`src/rtl/exe_stage.sv`:
```
// ---------------------------------------------------------------------------
// exe_stage -- execute stage of the 32-bit RISC-V 5-stage pipeline.
//
// Computes the RV32I ALU and RV32M MUL* results in one cycle and holds the
// EXE/MEM pipeline register that feeds the memory stage. When the macro
// EXE_DIV_EN is defined, DIV/DIVU/REM/REMU run on a 32-iteration radix-2
// restoring divider controlled by an IDLE/BUSY/DONE FSM. While that divider
// works, stall_EXE holds ID/IF and the EXE/MEM register takes bubbles. When
// EXE_DIV_EN is undefined (the default build), ALUCtrl 14-17 return 0 in one
// cycle and stall_EXE is tied to 0.
//
// Ports
//   clock, reset        rising-edge clock; synchronous active-low reset
//   hit                 global advance; 0 freezes the EXE/MEM register
//   ALUCtrl_ID          operation select (0..17; 18..31 give 0)
//   OpA_ID, OpB_ID      forwarded operands
//   StoreData_ID        rs2 value for stores -> MemWriteData
//   Immediate_ID        sign-extended immediate -> Immediate_EXE
//   *_ID controls       MemWrite, RegWrite, MemtoReg, WriteReg, sw..lbu
//   ALUResult           registered result / memory address
//   *_EXE               registered copies of the ID controls
//   stall_EXE           combinational; 1 means ID/IF must hold
// ---------------------------------------------------------------------------
module exe_stage #(
  parameter int XLEN      = 32,
  parameter int DIV_ITERS = 32
) (
  input  logic            clock,
  input  logic            reset,
  input  logic            hit,
  input  logic [4:0]      ALUCtrl_ID,
  input  logic [XLEN-1:0] OpA_ID,
  input  logic [XLEN-1:0] OpB_ID,
  input  logic [XLEN-1:0] StoreData_ID,
  input  logic [XLEN-1:0] Immediate_ID,
  input  logic            MemWrite_ID,
  input  logic            RegWrite_ID,
  input  logic [1:0]      MemtoReg_ID,
  input  logic [4:0]      WriteReg_ID,
  input  logic            sw_ID,
  input  logic            sh_ID,
  input  logic            sb_ID,
  input  logic            lw_ID,
  input  logic            lh_ID,
  input  logic            lhu_ID,
  input  logic            lb_ID,
  input  logic            lbu_ID,
  output logic [XLEN-1:0] ALUResult,
  output logic [XLEN-1:0] MemWriteData,
  output logic [XLEN-1:0] Immediate_EXE,
  output logic            MemWrite_EXE,
  output logic            RegWrite_EXE,
  output logic [1:0]      MemtoReg_EXE,
  output logic [4:0]      WriteReg_EXE,
  output logic            sw_EXE,
  output logic            sh_EXE,
  output logic            sb_EXE,
  output logic            lw_EXE,
  output logic            lh_EXE,
  output logic            lhu_EXE,
  output logic            lb_EXE,
  output logic            lbu_EXE,
  output logic            stall_EXE
);

  if (XLEN != 32 || DIV_ITERS != XLEN) begin : g_cfg_check
    $error("exe_stage supports only XLEN=32 with DIV_ITERS=XLEN");
  end

  localparam logic [4:0] OP_ADD    = 5'd0;
  localparam logic [4:0] OP_SUB    = 5'd1;
  localparam logic [4:0] OP_SLL    = 5'd2;
  localparam logic [4:0] OP_SLT    = 5'd3;
  localparam logic [4:0] OP_SLTU   = 5'd4;
  localparam logic [4:0] OP_XOR    = 5'd5;
  localparam logic [4:0] OP_SRL    = 5'd6;
  localparam logic [4:0] OP_SRA    = 5'd7;
  localparam logic [4:0] OP_OR     = 5'd8;
  localparam logic [4:0] OP_AND    = 5'd9;
  localparam logic [4:0] OP_MUL    = 5'd10;
  localparam logic [4:0] OP_MULH   = 5'd11;
  localparam logic [4:0] OP_MULHSU = 5'd12;
  localparam logic [4:0] OP_MULHU  = 5'd13;
  localparam logic [4:0] OP_DIV    = 5'd14;
  localparam logic [4:0] OP_DIVU   = 5'd15;
  localparam logic [4:0] OP_REM    = 5'd16;
  localparam logic [4:0] OP_REMU   = 5'd17;

  // -------------------------------------------------------------------------
  // Single-cycle ALU / multiplier
  // -------------------------------------------------------------------------
  logic [4:0]        shamt;
  logic              mul_a_signed;
  logic              mul_b_signed;
  logic [2*XLEN-1:0] mul_a_ext;
  logic [2*XLEN-1:0] mul_b_ext;
  logic [2*XLEN-1:0] mul_prod;
  logic [XLEN-1:0]   alu_result;

  assign shamt        = OpB_ID[4:0];
  assign mul_a_signed = (ALUCtrl_ID == OP_MULH) || (ALUCtrl_ID == OP_MULHSU);
  assign mul_b_signed = (ALUCtrl_ID == OP_MULH);

  // Each operand is sign- or zero-extended to 64 bits according to the flavour,
  // so a single product taken modulo 2^64 yields the right high half for
  // MULH/MULHSU/MULHU and the (flavour-independent) low half for MUL.
  assign mul_a_ext = {{XLEN{mul_a_signed & OpA_ID[XLEN-1]}}, OpA_ID};
  assign mul_b_ext = {{XLEN{mul_b_signed & OpB_ID[XLEN-1]}}, OpB_ID};
  assign mul_prod  = mul_a_ext * mul_b_ext;

`ifdef EXE_DIV_EN
  localparam logic [XLEN-1:0] INT_MIN  = {1'b1, {(XLEN-1){1'b0}}};
  localparam logic [4:0]      CNT_LOAD = 5'(DIV_ITERS - 1);

  logic is_div_op;
  logic is_signed_div;
  logic is_rem_op;
  logic div_by_zero;
  logic div_ovf;
  logic div_req;

  assign is_div_op     = (ALUCtrl_ID == OP_DIV) || (ALUCtrl_ID == OP_DIVU) ||
                         (ALUCtrl_ID == OP_REM) || (ALUCtrl_ID == OP_REMU);
  assign is_signed_div = (ALUCtrl_ID == OP_DIV) || (ALUCtrl_ID == OP_REM);
  assign is_rem_op     = (ALUCtrl_ID == OP_REM) || (ALUCtrl_ID == OP_REMU);
  assign div_by_zero   = (OpB_ID == '0);
  assign div_ovf       = is_signed_div && (OpA_ID == INT_MIN) && (OpB_ID == '1);
  // Only divides without a closed-form answer need the iterative engine.
  assign div_req       = is_div_op && !div_by_zero && !div_ovf;
`endif

  always_comb begin
    // NOTE: assigning a default before the case means every path writes
    // alu_result, so this block cannot infer a latch.
    alu_result = '0;
    unique case (ALUCtrl_ID)
      OP_ADD:    alu_result = OpA_ID + OpB_ID;
      OP_SUB:    alu_result = OpA_ID - OpB_ID;
      OP_SLL:    alu_result = OpA_ID << shamt;
      OP_SLT:    alu_result = {{(XLEN-1){1'b0}}, $signed(OpA_ID) < $signed(OpB_ID)};
      OP_SLTU:   alu_result = {{(XLEN-1){1'b0}}, OpA_ID < OpB_ID};
      OP_XOR:    alu_result = OpA_ID ^ OpB_ID;
      OP_SRL:    alu_result = OpA_ID >> shamt;
      OP_SRA:    alu_result = $unsigned($signed(OpA_ID) >>> shamt);
      OP_OR:     alu_result = OpA_ID | OpB_ID;
      OP_AND:    alu_result = OpA_ID & OpB_ID;
      OP_MUL:    alu_result = mul_prod[XLEN-1:0];
      OP_MULH,
      OP_MULHSU,
      OP_MULHU:  alu_result = mul_prod[2*XLEN-1:XLEN];
`ifdef EXE_DIV_EN
      // Non-special divides get their value from the divider in DONE, so
      // only the two closed-form cases matter here.
      OP_DIV,
      OP_DIVU:   alu_result = div_by_zero ? '1 : (div_ovf ? INT_MIN : '0);
      OP_REM,
      OP_REMU:   alu_result = div_by_zero ? OpA_ID : '0;
`endif
      default:   alu_result = '0;
    endcase
  end

  // -------------------------------------------------------------------------
  // Iterative divider
  // -------------------------------------------------------------------------
  logic            stall_int;
  logic [XLEN-1:0] ex_result;

`ifdef EXE_DIV_EN
  typedef enum logic [1:0] {S_IDLE, S_BUSY, S_DONE} div_state_e;

  div_state_e      state_q, state_d;
  logic [4:0]      cnt_q, cnt_d;
  logic [XLEN-1:0] quo_q, quo_d;     // dividend shifting out, quotient shifting in
  logic [XLEN-1:0] rem_q, rem_d;     // partial remainder
  logic [XLEN-1:0] dvs_q, dvs_d;     // |divisor|
  logic            sign_a_q, sign_a_d;
  logic            sign_b_q, sign_b_d;
  logic            rem_op_q, rem_op_d;

  logic            a_neg, b_neg;
  logic [XLEN-1:0] abs_a, abs_b;
  logic [XLEN:0]   shifted;
  logic            trial_ge;
  logic [XLEN-1:0] trial;
  logic [XLEN-1:0] quo_fixed, rem_fixed, div_result;
  logic            div_done;

  assign a_neg = is_signed_div & OpA_ID[XLEN-1];
  assign b_neg = is_signed_div & OpB_ID[XLEN-1];
  assign abs_a = a_neg ? -OpA_ID : OpA_ID;
  assign abs_b = b_neg ? -OpB_ID : OpB_ID;

  // The shifted remainder can reach 33 bits for large unsigned divisors, but
  // whenever the trial succeeds the true difference is below the divisor, so
  // a 32-bit subtraction is exact.
  assign shifted  = {rem_q, quo_q[XLEN-1]};
  assign trial_ge = (shifted >= {1'b0, dvs_q});
  assign trial    = shifted[XLEN-1:0] - dvs_q;

  assign quo_fixed  = (sign_a_q ^ sign_b_q) ? -quo_q : quo_q;
  assign rem_fixed  = sign_a_q ? -rem_q : rem_q;
  assign div_result = rem_op_q ? rem_fixed : quo_fixed;

  // State register.
  always_ff @(posedge clock) begin
    if (!reset) state_q <= S_IDLE;
    else        state_q <= state_d;
  end

  // Next-state logic.
  always_comb begin
    state_d = state_q;
    unique case (state_q)
      S_IDLE:  if (div_req) state_d = S_BUSY;
      S_BUSY:  if (cnt_q == '0) state_d = S_DONE;
      S_DONE:  if (hit) state_d = S_IDLE;
      default: state_d = S_IDLE;
    endcase
  end

  // FSM outputs.
  always_comb begin
    stall_int = 1'b0;
    div_done  = 1'b0;
    unique case (state_q)
      S_IDLE:  stall_int = div_req;
      S_BUSY:  stall_int = 1'b1;
      S_DONE:  div_done  = 1'b1;
      default: ;
    endcase
  end

  // Divider datapath.
  always_comb begin
    cnt_d    = cnt_q;
    quo_d    = quo_q;
    rem_d    = rem_q;
    dvs_d    = dvs_q;
    sign_a_d = sign_a_q;
    sign_b_d = sign_b_q;
    rem_op_d = rem_op_q;
    unique case (state_q)
      S_IDLE: begin
        if (div_req) begin
          quo_d    = abs_a;
          rem_d    = '0;
          dvs_d    = abs_b;
          sign_a_d = a_neg;
          sign_b_d = b_neg;
          rem_op_d = is_rem_op;
          cnt_d    = CNT_LOAD;
        end
      end
      S_BUSY: begin
        if (trial_ge) begin
          rem_d = trial;
          quo_d = {quo_q[XLEN-2:0], 1'b1};
        end else begin
          rem_d = shifted[XLEN-1:0];
          quo_d = {quo_q[XLEN-2:0], 1'b0};
        end
        if (cnt_q != '0) cnt_d = cnt_q - 5'd1;
      end
      default: ;
    endcase
  end

  always_ff @(posedge clock) begin
    if (!reset) begin
      cnt_q    <= '0;
      quo_q    <= '0;
      rem_q    <= '0;
      dvs_q    <= '0;
      sign_a_q <= 1'b0;
      sign_b_q <= 1'b0;
      rem_op_q <= 1'b0;
    end else begin
      cnt_q    <= cnt_d;
      quo_q    <= quo_d;
      rem_q    <= rem_d;
      dvs_q    <= dvs_d;
      sign_a_q <= sign_a_d;
      sign_b_q <= sign_b_d;
      rem_op_q <= rem_op_d;
    end
  end

  assign ex_result = div_done ? div_result : alu_result;
`else
  assign stall_int = 1'b0;
  assign ex_result = alu_result;
`endif

  assign stall_EXE = stall_int;

  // -------------------------------------------------------------------------
  // EXE/MEM pipeline register
  // -------------------------------------------------------------------------
  logic [XLEN-1:0] alu_result_q, alu_result_d;
  logic [XLEN-1:0] mem_wdata_q, mem_wdata_d;
  logic [XLEN-1:0] imm_q, imm_d;
  logic            mem_write_q, mem_write_d;
  logic            reg_write_q, reg_write_d;
  logic [1:0]      mem_to_reg_q, mem_to_reg_d;
  logic [4:0]      write_reg_q, write_reg_d;
  logic [7:0]      mem_flags_q, mem_flags_d;   // {sw,sh,sb,lw,lh,lhu,lb,lbu}

  always_comb begin
    alu_result_d = alu_result_q;
    mem_wdata_d  = mem_wdata_q;
    imm_d        = imm_q;
    mem_write_d  = mem_write_q;
    reg_write_d  = reg_write_q;
    mem_to_reg_d = mem_to_reg_q;
    write_reg_d  = write_reg_q;
    mem_flags_d  = mem_flags_q;
    if (hit) begin
      if (stall_int) begin
        // Bubble: kill every side effect, leave the data fields alone.
        mem_write_d = 1'b0;
        reg_write_d = 1'b0;
        mem_flags_d = '0;
      end else begin
        alu_result_d = ex_result;
        mem_wdata_d  = StoreData_ID;
        imm_d        = Immediate_ID;
        mem_write_d  = MemWrite_ID;
        reg_write_d  = RegWrite_ID;
        mem_to_reg_d = MemtoReg_ID;
        write_reg_d  = WriteReg_ID;
        mem_flags_d  = {sw_ID, sh_ID, sb_ID, lw_ID, lh_ID, lhu_ID, lb_ID, lbu_ID};
      end
    end
  end

  // NOTE: sequential state uses non-blocking assignments so every flop
  // samples the pre-edge value of its _d, independent of statement order.
  always_ff @(posedge clock) begin
    if (!reset) begin
      alu_result_q <= '0;
      mem_wdata_q  <= '0;
      imm_q        <= '0;
      mem_write_q  <= 1'b0;
      reg_write_q  <= 1'b0;
      mem_to_reg_q <= '0;
      write_reg_q  <= '0;
      mem_flags_q  <= '0;
    end else begin
      alu_result_q <= alu_result_d;
      mem_wdata_q  <= mem_wdata_d;
      imm_q        <= imm_d;
      mem_write_q  <= mem_write_d;
      reg_write_q  <= reg_write_d;
      mem_to_reg_q <= mem_to_reg_d;
      write_reg_q  <= write_reg_d;
      mem_flags_q  <= mem_flags_d;
    end
  end

  assign ALUResult     = alu_result_q;
  assign MemWriteData  = mem_wdata_q;
  assign Immediate_EXE = imm_q;
  assign MemWrite_EXE  = mem_write_q;
  assign RegWrite_EXE  = reg_write_q;
  assign MemtoReg_EXE  = mem_to_reg_q;
  assign WriteReg_EXE  = write_reg_q;
  assign {sw_EXE, sh_EXE, sb_EXE, lw_EXE, lh_EXE, lhu_EXE, lb_EXE, lbu_EXE} = mem_flags_q;

endmodule

```
`config.mk`:
```
export PLATFORM = sky130hd
export DESIGN_NAME = exe_stage
export DESIGN_NICKNAME = d
export VERILOG_FILES = /design/src/rtl/exe_stage.sv
export SDC_FILE = /design/constraint.sdc
export NUM_CORES = 2
export LEC_CHECK = 0
export CAP_MARGIN = 30
export CORE_AREA = 4 4 359 361
export CTS_BUF_LIST = sky130_fd_sc_hd__clkbuf_4 sky130_fd_sc_hd__clkbuf_8
export CTS_CLUSTER_DIAMETER = 40
export DETAILED_ROUTE_END_ITERATION = 8
export DIE_AREA = 0 0 363 365
export REMOVE_ABC_BUFFERS = 1
export SYNTH_ARGS = -nofsm -noshare
export SYNTH_HDL_FRONTEND = slang
export SYNTH_SLANG_ARGS = --single-unit
```
`constraint.sdc`:
```
create_clock -name clock -period 21.2 [get_ports clock]
set_clock_uncertainty 0.05 [all_clocks]
set_input_delay 4.24 -clock clock [delete_from_list [all_inputs] [get_ports clock]]
set_output_delay 4.24 -clock clock [all_outputs]
set_load 0.05 [all_outputs]
```
==> summary.txt <==
Outcome
  • Status: finished clean

Clock network
  • Post-CTS Hold Buffers: 0
  • H-tree Lvls: 4
  • Maximum clock path buffer count: 2
  • CTS sink cnt: 113
  • Clk slew on worst S/H paths: 0.09 ns
  • CTS tree: built
  • Setup Fix Bufs, Post-CTS: 0
  • Post-CTS sizing: 0
  • Clock root buffer: clkbuf_8
  • Insertion delay to the later sink of the worst-skew pair: 0.47 ns
  • CTS Buf Count: 17

Yosys
  • Post-Synth Adder-Cell Area: 53.0%
  • Syn. warnings: 0
  • FF+latch count, synth: 113
  • Mean Syn Cell Area: 8.44 um2
  • Async SR Flop Fraction: 0%
  • EDFF count, synth: 0
  • Ys flop type: dfxtp_1
  • Post-synthesis xor/xnor area fraction: 1.16%
  • Synth Instances: 5907
  • Main combinational cell family by area after synthesis: adder cells
  • Netlist cell types: 90
  • Fraction of the yosys area taken by sequential cells: 4.54%
  • Synth Area in Compound Gates: 9.86%
  • Simple-Gate Fraction of Synth Area: 13.9%
  • Multiplexer share of the synthesized area: 4.93%
  • Area of the mapped netlist: 49900 um2

Flow run
  • Max Cap Viol: 0

Worst setup path
  • Critical path arrival: 14.35 ns
  • CP required: 21.52 ns
  • CP Class: in2reg
  • Slowest cell on crit path: fa_1
  • Most used cell, CP: fa_1
  • Worst-path fanout max: 17
  • CP peak stage delay: 0.85 ns
  • Worst setup SP type: primary input
  • CP Capture Type: flop
  • R2R cell count: 6

Routing
  • First-pass DRT Iterations: 7
  • Post-route ant nets: 0
  • Avg WL per Cell: 26.2 um
  • Vias/cell: 5.63
  • Post-Route WL: 200000 um
  • Via count: 42900
  • DRT iter0 DRCs: 4116
  • Post-route DRC: 0

Floorplan
  • Die area: 132000 um2
  • Core footprint: 125000 um2
  • Row count: 130
  • Die W: 363 um
  • Die Ht: 365 um
  • Num ports: 267
  • Initial core utilization: 39.8%

Timing
  • Hold Vio Cnt, Final: 0
  • Final-report max-slew violation count: 0
  • Setup TNS: 0 ns
  • RSZ-0062 raised after global routing: false
  • Slew margin rel.: 26.0%
  • Peak Freq: 71.3 MHz
  • Final period util: 66.2%
  • Tmin final: 14.03 ns
  • Worst-Margin Slew: 1.10 ns
  • Final setup viols: 0

Min path
  • Worst hold path type: reg2reg
  • WHS Path Cells: 2

Placed design
  • HPWL after DPL: 156000 um
  • GPL Wtd Cong: 1.03
  • Port-buffer cells: 265

Layout
  • Nets: 7540
  • Area delta synth->final: 8.89%
  • Share of cells above drive strength 1: 4.73%
  • Most frequent cells in the layout: inv_1, fa_1, nand2_1, nor2_1, ha_1
  • Fill count: 12600
  • Most common cell after layout, fill and taps aside: inv_1

GRT
  • Total GRT Usage: 30.3%
  • Largest net degree at the start of global routing: 85
  • Vias in the first global route: 44600
  • GRT Residual Overflow: 0
  • First-pass GRT wire length: 297000 um
  • Antenna violations before repair: 11
[sequential cells by signal, summed over array words and instances (netlist names)]
register	cells
WriteReg_EXE	5
ALUResult	32
MemtoReg_EXE	2
Immediate_EXE	32
MemWrite_EXE	1
MemWriteData	32
RegWrite_EXE	1
mem_flags_q	8
[Yosys cell counts, types with 17 or more instances]
master       n  share of area (%)
nor3_1      50               0.50
inv_1     1272                9.6
nand2_1    883                6.6
clkinv_1    22               0.17
nor2b_1     26               0.33
nand3_1     39               0.39
nand4_1     20               0.25
o221ai_1    17               0.30
fa_1      1127                 45
a21o_1      47               0.71
mux4_2      50                2.3
or3_1       17               0.21
o21bai_1    26               0.39
buf_1       94               0.71
o21ai_0    154                1.5
a21oi_1    183                1.8
mux2i_1    124                2.5
o211ai_1    26               0.39
dfxtp_1    113                4.5
ha_1       309                7.8
a211oi_1    32               0.48
nor2_1     609                4.6
a31oi_1     25               0.31
xnor2_1     50               0.88
clkbuf_1   234                1.8
a221oi_1    27               0.47
[critical path, delay by kind of cell]
family	cells	cell delay, ns
multiplexers	1	0.16
adder cells (fa/ha/maj)	9	5.06
AND/OR/NAND/NOR	5	1.25
AO/OA/AOI/OAI	8	1.52
buffers and inverters	9	2.06
[final cells by class]
class | count | area, um2 | area share (%)
timing repair buffer | 374 | 3280 | 6.05
multi-input combinational | 4139 | 41300 | 76.2
inverter | 1306 | 4900 | 9.03
antenna | 1 | 2.50 | 0.00461
clock inverter | 15 | 199 | 0.366
tap | 1650 | 2060 | 3.80
clock buffer | 17 | 234 | 0.431
sequential | 113 | 2260 | 4.17
[path summary, 6_finish.rpt]
path / startpoint / end / slack, ns
worst max-delay path: ALUCtrl_ID[3] / ALUResult[28] / 7.17
worst min-delay path: MemWriteData[9] / MemWriteData[9] / 0.45
worst max register to register: ALUResult[20] / ALUResult[20] / 18.73
worst min register to register: MemWriteData[9] / MemWriteData[9] / 0.45
[per-stage QoR]
| stage | std cells | area (um2) | setup slack, ns | hold WS, ns | util [%] |
|---|---|---|---|---|---|
| after CTS | 7612 | 54300 | 7.26 | 0.450 | 43.3 |
| after floorplan | 5558 | 48500 | 8.36 | 0.648 | - |
| after global routing | 7614 | 54300 | 6.71 | 0.474 | 43.3 |
| after global placement | 7574 | 53800 | 6.51 | 0.422 | 42.9 |
| final | 7615 | 54300 | 7.17 | 0.446 | 43.3 |
| after detailed placement | 7580 | 53800 | 6.76 | 0.430 | 42.9 |
[metal layers]
layer | GRT usage, % | share of wire [%] | vias to the layer above | routed length (um)
li1 | - | - | 18100 | -
met4 | 11.3 | 4.4 | 6 | 8790
met1 | 40.7 | 40 | 22200 | 80900
met3 | 6.44 | 9.4 | 384 | 18800
met2 | 48.3 | 46 | 2174 | 91300
met5 | 0 | 0.032 | - | 63
[kinds of logic (layout without fill, tap and decap cells)]
| logic type | count (synthesis) | after routing |
|---|---|---|
| muxes | 182 | 182 |
| AOI/OAI and AO/OA | 736 | 736 |
| DFF | 113 | 113 |
| adders and majority gates | 1436 | 1436 |
| xor gates and xnor gates | 66 | 66 |
| and+or+nand+nor | 1718 | 1718 |
| buffers and inverters | 1655 | 1712 |
| other | 1 | 2 |
Power is left out: the tool's default activity adds up to more than one toggle a clock period on the data nets, which glitch-free logic cannot reach.
